**config.mk**
```make
export PLATFORM = sky130hd
export DESIGN_NAME = epl_accumulator
export DESIGN_NICKNAME = d
export VERILOG_FILES = /design/src/rtl/epl_accumulator.sv
export SDC_FILE = /design/constraint.sdc
export NUM_CORES = 1
export LEC_CHECK = 0
export ABC_AREA = 1
export CAP_MARGIN = 40
export CORE_MARGIN = 2
export CORE_UTILIZATION = 35
export DETAILED_ROUTE_END_ITERATION = 7
export PLACE_DENSITY = 0.54
export SETUP_SLACK_MARGIN = 0.3
export SLEW_MARGIN = 5
export SYNTH_ARGS = -nofsm -noshare
export SYNTH_HDL_FRONTEND = slang
export SYNTH_SLANG_ARGS = --single-unit
```
**constraint.sdc**
```tcl
create_clock -name clk -period 6.67 [get_ports clk]
set_input_delay 1.334 -clock clk [delete_from_list [all_inputs] [get_ports clk]]
set_output_delay 1.334 -clock clk [all_outputs]
set_load 0.1 [all_outputs]
```
**src/rtl/epl_accumulator.sv**
```systemverilog
// Early/prompt/late correlator: six I/Q integrate-and-dump accumulators with registered dump outputs.
// Define ACCUM_SATURATE_EN to clamp accumulators instead of wrapping modulo 2^ACC_W.
module epl_accumulator #(
  parameter int ACC_W = 16
) (
  input  logic             clk,
  input  logic             rstn,
  input  logic             sample_enable,
  input  logic [2:0]       i_bb,
  input  logic [2:0]       q_bb,
  input  logic             early,
  input  logic             prompt,
  input  logic             late,
  input  logic             dump_enable,
  input  logic             read_ack,
  output logic [ACC_W-1:0] i_early,
  output logic [ACC_W-1:0] q_early,
  output logic [ACC_W-1:0] i_prompt,
  output logic [ACC_W-1:0] q_prompt,
  output logic [ACC_W-1:0] i_late,
  output logic [ACC_W-1:0] q_late,
  output logic             dump_flag,
  output logic             overrun
);

  localparam int NCH = 6;

  logic [ACC_W-1:0]          i_ext;
  logic [ACC_W-1:0]          q_ext;
  logic [2:0]                chip;
  logic [NCH-1:0][ACC_W-1:0] dump_vec;

  assign i_ext = {{(ACC_W-3){i_bb[2]}}, i_bb};
  assign q_ext = {{(ACC_W-3){q_bb[2]}}, q_bb};
  assign chip  = {late, prompt, early};

  // Channel order: 0..2 = I early/prompt/late, 3..5 = Q early/prompt/late.
  genvar gi;
  generate
    for (gi = 0; gi < NCH; gi++) begin : g_ch
      localparam int TAP = gi % 3;

      logic [ACC_W-1:0] sample;
      logic [ACC_W-1:0] contrib;
      logic [ACC_W-1:0] add_val;
      logic [ACC_W-1:0] acc_q;
      logic [ACC_W-1:0] acc_d;
      logic [ACC_W-1:0] dump_q;
      logic [ACC_W-1:0] dump_d;
`ifdef ACCUM_SATURATE_EN
      logic [ACC_W:0]   sum;
`else
      logic [ACC_W-1:0] sum;
`endif

      assign sample = (gi >= 3) ? q_ext : i_ext;

      always_comb begin
        contrib = chip[TAP] ? (ACC_W'(0) - sample) : sample;
`ifdef ACCUM_SATURATE_EN
        // One extra bit exposes signed overflow: top two bits disagree.
        sum = {acc_q[ACC_W-1], acc_q} + {contrib[ACC_W-1], contrib};
        if (sum[ACC_W] != sum[ACC_W-1]) begin
          add_val = sum[ACC_W] ? {1'b1, {(ACC_W-1){1'b0}}}
                               : {1'b0, {(ACC_W-1){1'b1}}};
        end else begin
          add_val = sum[ACC_W-1:0];
        end
`else
        sum     = acc_q + contrib;
        add_val = sum;
`endif
        acc_d  = acc_q;
        dump_d = dump_q;
        if (dump_enable) begin
          // A coincident sample opens the next period rather than closing this one.
          dump_d = acc_q;
          acc_d  = sample_enable ? contrib : '0;
        end else if (sample_enable) begin
          acc_d = add_val;
        end
      end

      always_ff @(posedge clk) begin
        if (!rstn) begin
          acc_q  <= '0;
          dump_q <= '0;
        end else begin
          acc_q  <= acc_d;
          dump_q <= dump_d;
        end
      end

      assign dump_vec[gi] = dump_q;
    end
  endgenerate

  assign i_early  = dump_vec[0];
  assign i_prompt = dump_vec[1];
  assign i_late   = dump_vec[2];
  assign q_early  = dump_vec[3];
  assign q_prompt = dump_vec[4];
  assign q_late   = dump_vec[5];

  logic dump_flag_q;
  logic dump_flag_d;
  logic overrun_q;
  logic overrun_d;

  always_comb begin
    dump_flag_d = dump_flag_q;
    overrun_d   = overrun_q;
    if (read_ack) begin
      dump_flag_d = 1'b0;
      overrun_d   = 1'b0;
    end
    if (dump_enable) begin
      dump_flag_d = 1'b1;
      if (dump_flag_q && !read_ack) begin
        overrun_d = 1'b1;
      end
    end
  end

  always_ff @(posedge clk) begin
    if (!rstn) begin
      dump_flag_q <= 1'b0;
      overrun_q   <= 1'b0;
    end else begin
      dump_flag_q <= dump_flag_d;
      overrun_q   <= overrun_d;
    end
  end

  assign dump_flag = dump_flag_q;
  assign overrun   = overrun_q;

endmodule

```
[Word-level counts from Yosys, hierarchy flattened]
Cells that the tools add are included.
Word-level totals
  register bits: 194
  bits of input ports: 14
  output and inout port bits: 98
  logic and storage cells: 55
Operators by class
  $add $sub $neg: 8
  multiplexer cells: 29
  reductions and logical operators: 4
Operators with widths (count)
  $mux 16: 24
  $add 16x16->16: 6
  $sub 1x3->4 const A: 2
  $mux 1: 5
  $reduce_bool 2->1: 2
  $logic_and 1x1->1: 1
  $logic_not 1->1: 1

[Longest topological paths before layout]
  depth after elaboration: 5
  gate-level depth with buffers: 15
  depth with buffers taken out: 15

[Worst setup path after synthesis]
OpenSTA, ideal clock, no wires.
  path type: input to register
  from: input i_bb[0]
  to: register g_ch[2].acc_q[6]
  library setup time: 0.128 ns
  arrival time: 3.169 ns
  data required time: 6.542 ns
  slack: 3.373 ns
  stages: 11
  path buffers: 0
  cell sequence: o21ai_0 -> nand2_1 -> nand2_1 -> inv_1 -> ha_1 -> or2_2 -> nand3b_1 -> nand2_1 -> or2_2 -> a31oi_1 -> nor2_1
On the way
  longest elaborated chain between the ends: 5
  elaborated cells between the ends (all ways): 6
  those cells by class: 2 x add/sub; 4 x mux
RTL lines
  start, declared: line 9  | input logic [2:0] i_bb,
  $sub 1x3->4: line 59  | contrib = chip[TAP] ? (ACC_W'(0) - sample) : sample;
  $mux 16 *: line 59
  $add 16x16->16: line 70  | sum = acc_q + contrib;
  $mux 16: line 79  | end else if (sample_enable) begin
  $mux 16 *: line 75  | if (dump_enable) begin
  end signal, assigned: line 86  | acc_q <= '0;
  end signal, assigned: line 89  | acc_q <= acc_d;
  end, declared: line 46  | logic [ACC_W-1:0] acc_q;
Mark *: on every way between the ends. The rest lies on a longest branch, timed or not. The select of a mux whose other input is x is not followed.
A chain may end at the register's enable or synchronous reset.

[Worst setup path after layout]
  from: input i_bb[0]
  to: register g_ch[1].acc_q[8]
On the way
  longest elaborated chain between the ends: 5
  elaborated cells between the ends (all ways): 6
  those cells by class: 2 x add/sub; 4 x mux
RTL lines (line)
  $sub 1x3->4: 59
  $mux 16 *: 59
  $add 16x16->16: 70
  $mux 16: 79
  $mux 16 *: 75
  end signal, assigned: 86
  end signal, assigned: 89
  end, declared: 46
Marks and branches as above.

==> run_results.csv <==
group,metric,value,unit
sta,setup_viol,0,
global_route,overflow,0,
setup_path,crit_type,"input port to register",
setup_path,worstPathRequired,7030,ps
global_route,grt_pass1_wl,61.5,mm
clock_tree,insertion_delay,450,ps
synth,yosysSeqAreaShare,30.2,%
route,routed_wl,37.0,mm
finish,regArea,3880,um^2
die,start_util,35.3,%
route,drc_errors,0,
power_and_ir_drop,clockPowerShare,29.8,%
die,die_w,196,um
route,drt_iter0_drc,779,
clock_tree,path_clk_slew,80,ps
route,viasPerCell,4.77,
placed_design,hpwl,26.6,mm
sta,tightest_slew,776,ps
power_and_ir_drop,p_comb_share,35.7,%
die,io-pin-count,112,
placed_design,port_buffers,111,
synth,syn-cell-area,12900,um^2
clock_tree,cts_resized,0,
clock_tree,clock-sinks,194,
finish,fillCellCount,3743,
global_route,grt_max_degree,82,
finish,final_cell_mix,"nand2_1 (627), inv_1 (278), nor2_1 (228)",
route,avgRoutedWirePerCell,13.7,um
synth,yosysTopAreaCell,"dfxtp_1",
setup_path,endpoint_kind,"register",
synth,netlist_instances,2041,
synth,synthTopCellsByArea,"dfxtp_1 (30%), nand2_1 (18%), ha_1 (10%)",
global_route,grt_pass1_vias,12100,
global_route,antenna_found_initial,3,
sta,rsz0062_at_grt,"no",
sta,max_freq,263,MHz
power_and_ir_drop,intPower,2360,uW
synth,syn_area_per_cell,6.30,um^2
setup_path,cp.arrival,4170,ps
route,vias,12800,
synth,ys_warn_count,0,
global_route,grt_use_total,19.7,%
power_and_ir_drop,powerDensity,229,nW/um^2
setup_path,critPathMaxFanout,15,
synth,synth-seq-cells,194,
die,rows,70,
sta,finalMaxSlewViolations,0,
clock_tree,cts_hold_buf,0,
finish,multi_input_area,7580,um^2
finish,layout_commonest_cell,"nand2_1",
clock_tree,cts_buffers,17,
clock_tree,htree_levels,4,
sta,fin_skew,12.8,ps
power_and_ir_drop,p_leak,0.00831,uW
power_and_ir_drop,p_sw,1450,uW
sta,hold_violations,0,
power_and_ir_drop,vdd_drop_max,0.000187,V
clock_tree,clk_path_buf_depth,2,
power_and_ir_drop,sequentialPowerShare,34.5,%
power_and_ir_drop,swShare,38.1,%
placed_design,gp_congestion,0.869,
sta,maxSlewHeadroom,48.3,%
sta,period_share,57.1,%
finish,layout-drive-gt1-share,7.87,%
clock_tree,cts_root_buffer,"clkbuf_16",
finish,utilization,45.6,%
finish,fin_nets,2335,
synth,synth_nets,2165,
sta,period_minus_slack,3810,ps
synth,ys_types,32,
route,firstDrtPassIters,5,
die,core-area,36400,um^2
worst_hold_path,hold_class,"register to register",
synth,synth_top_area_share,30.2,%
setup_path,crit_path_start_kind,"input port",
clock_tree,post-cts-setup-buffers,0,
clock_tree,cts_tree,"yes",
die,die_h,196,um
run_status,outcome,"complete, no violations",
route,antenna_left,0,
finish,area_growth,29.3,%
run,maxCapViolations,0,
die,die_area,38300,um^2
sta,tns,0,ps
## area by class of cell
class | count | area share [%]
Inverter | 284 | 6.43
Clock inverter | 12 | 0.993
Multi-Input combinational cell | 1496 | 45.6
Antenna cell | 3 | 0.0452
Sequential cell | 194 | 23.4
Timing Repair Buffer | 218 | 17.2
Clock buffer | 20 | 2.81
Tap cell | 468 | 3.52
## power groups by stage
stage | sequential [uW] | combinational, uW | clock [uW]
after floorplan | 1600 | 677 | 0
after global placement | 1340 | 1200 | 0
final | 1320 | 1360 | 1140
after global routing | 1330 | 1510 | 1220
after detailed placement | 1340 | 1360 | 0
after CTS | 1320 | 1370 | 1170
## worst paths after layout
kind / from / end / slack [ps] / cells after the start
worst min-delay path: dump_flag$_SDFFE_PN0P_ / dump_flag$_SDFFE_PN0P_ / 480 / 2
worst max-delay path: i_bb[0] / g_ch[1].acc_q[8]$_SDFFE_PN0P_ / 2860 / 13
worst min register to register: dump_flag$_SDFFE_PN0P_ / dump_flag$_SDFFE_PN0P_ / 480 / 2
worst max register to register: g_ch[2].acc_q[0]$_SDFFE_PN0P_ / g_ch[2].acc_q[6]$_SDFFE_PN0P_ / 4730 / 9
## per-stage QoR
stage	hold slack [ps]	cell area (um^2)	cells	setup slack (ps)	total power [uW]
floorplan	447	12900	2041	3370	2280
global placement	468	14300	2559	2450	2550
detailed placement	471	16000	2660	2440	2700
CTS	483	16600	2692	2910	3850
global route	506	16600	2695	2630	4050
finish	481	16600	2695	2860	3810
## sequential cells by signal, summed over array words and instances (netlist names)
register	count
g_ch.acc_q	96
i_early	16
i_late	16
i_prompt	16
q_early	16
q_late	16
q_prompt	16
dump_flag	1
overrun	1
## cells by family after synthesis
group / after synthesis / synth area share [%]
and+or+nand+nor: 1041 / 33.5
AOI/OAI and AO/OA: 327 / 13.2
xor gates and xnor gates: 18 / 1.23
adders and majority gates: 110 / 11.1
buffers and inverters: 351 / 10.8
DFF: 194 / 30.2
## per-layer routing
metal  global-route usage [%]  share of wire (%)  vias up
met4                     6.06                1.7        0
met2                     33.0                 46      197
li1                         -                  -     6818
met5                        0                  0        -
met1                     26.6                 50     5799
met3                     2.41                2.6       34
## cells in the mapped netlist, drive strengths merged
cell and instances:
o21ai 149, clkinv 2, a31oi 29, buf 35, a21oi 144, nand4 8
and2 4, o22ai 1, nor2 230, or2 21, ha 104, a221o 3
nand2 632, nand3b 39, dfxtp 194, clkbuf 32, fa 6, a221oi 1
xor2 11, nor3 19, inv 282, nand3 88, xnor2 7
## worst max-delay path: stages
cell             delay (ps)
clkdlybuf4s50_1         520
o21ai_0                 360
nand2_1                 150
nand2_1                 110
inv_1                   260
ha_1                    420
or2_2                   310
and2_1                  200
nand2_1                  70
nand2_1                  60
a21oi_1                 120
o21ai_0                 110
a21oi_1                 130
Power figures use the tool's default switching activity.
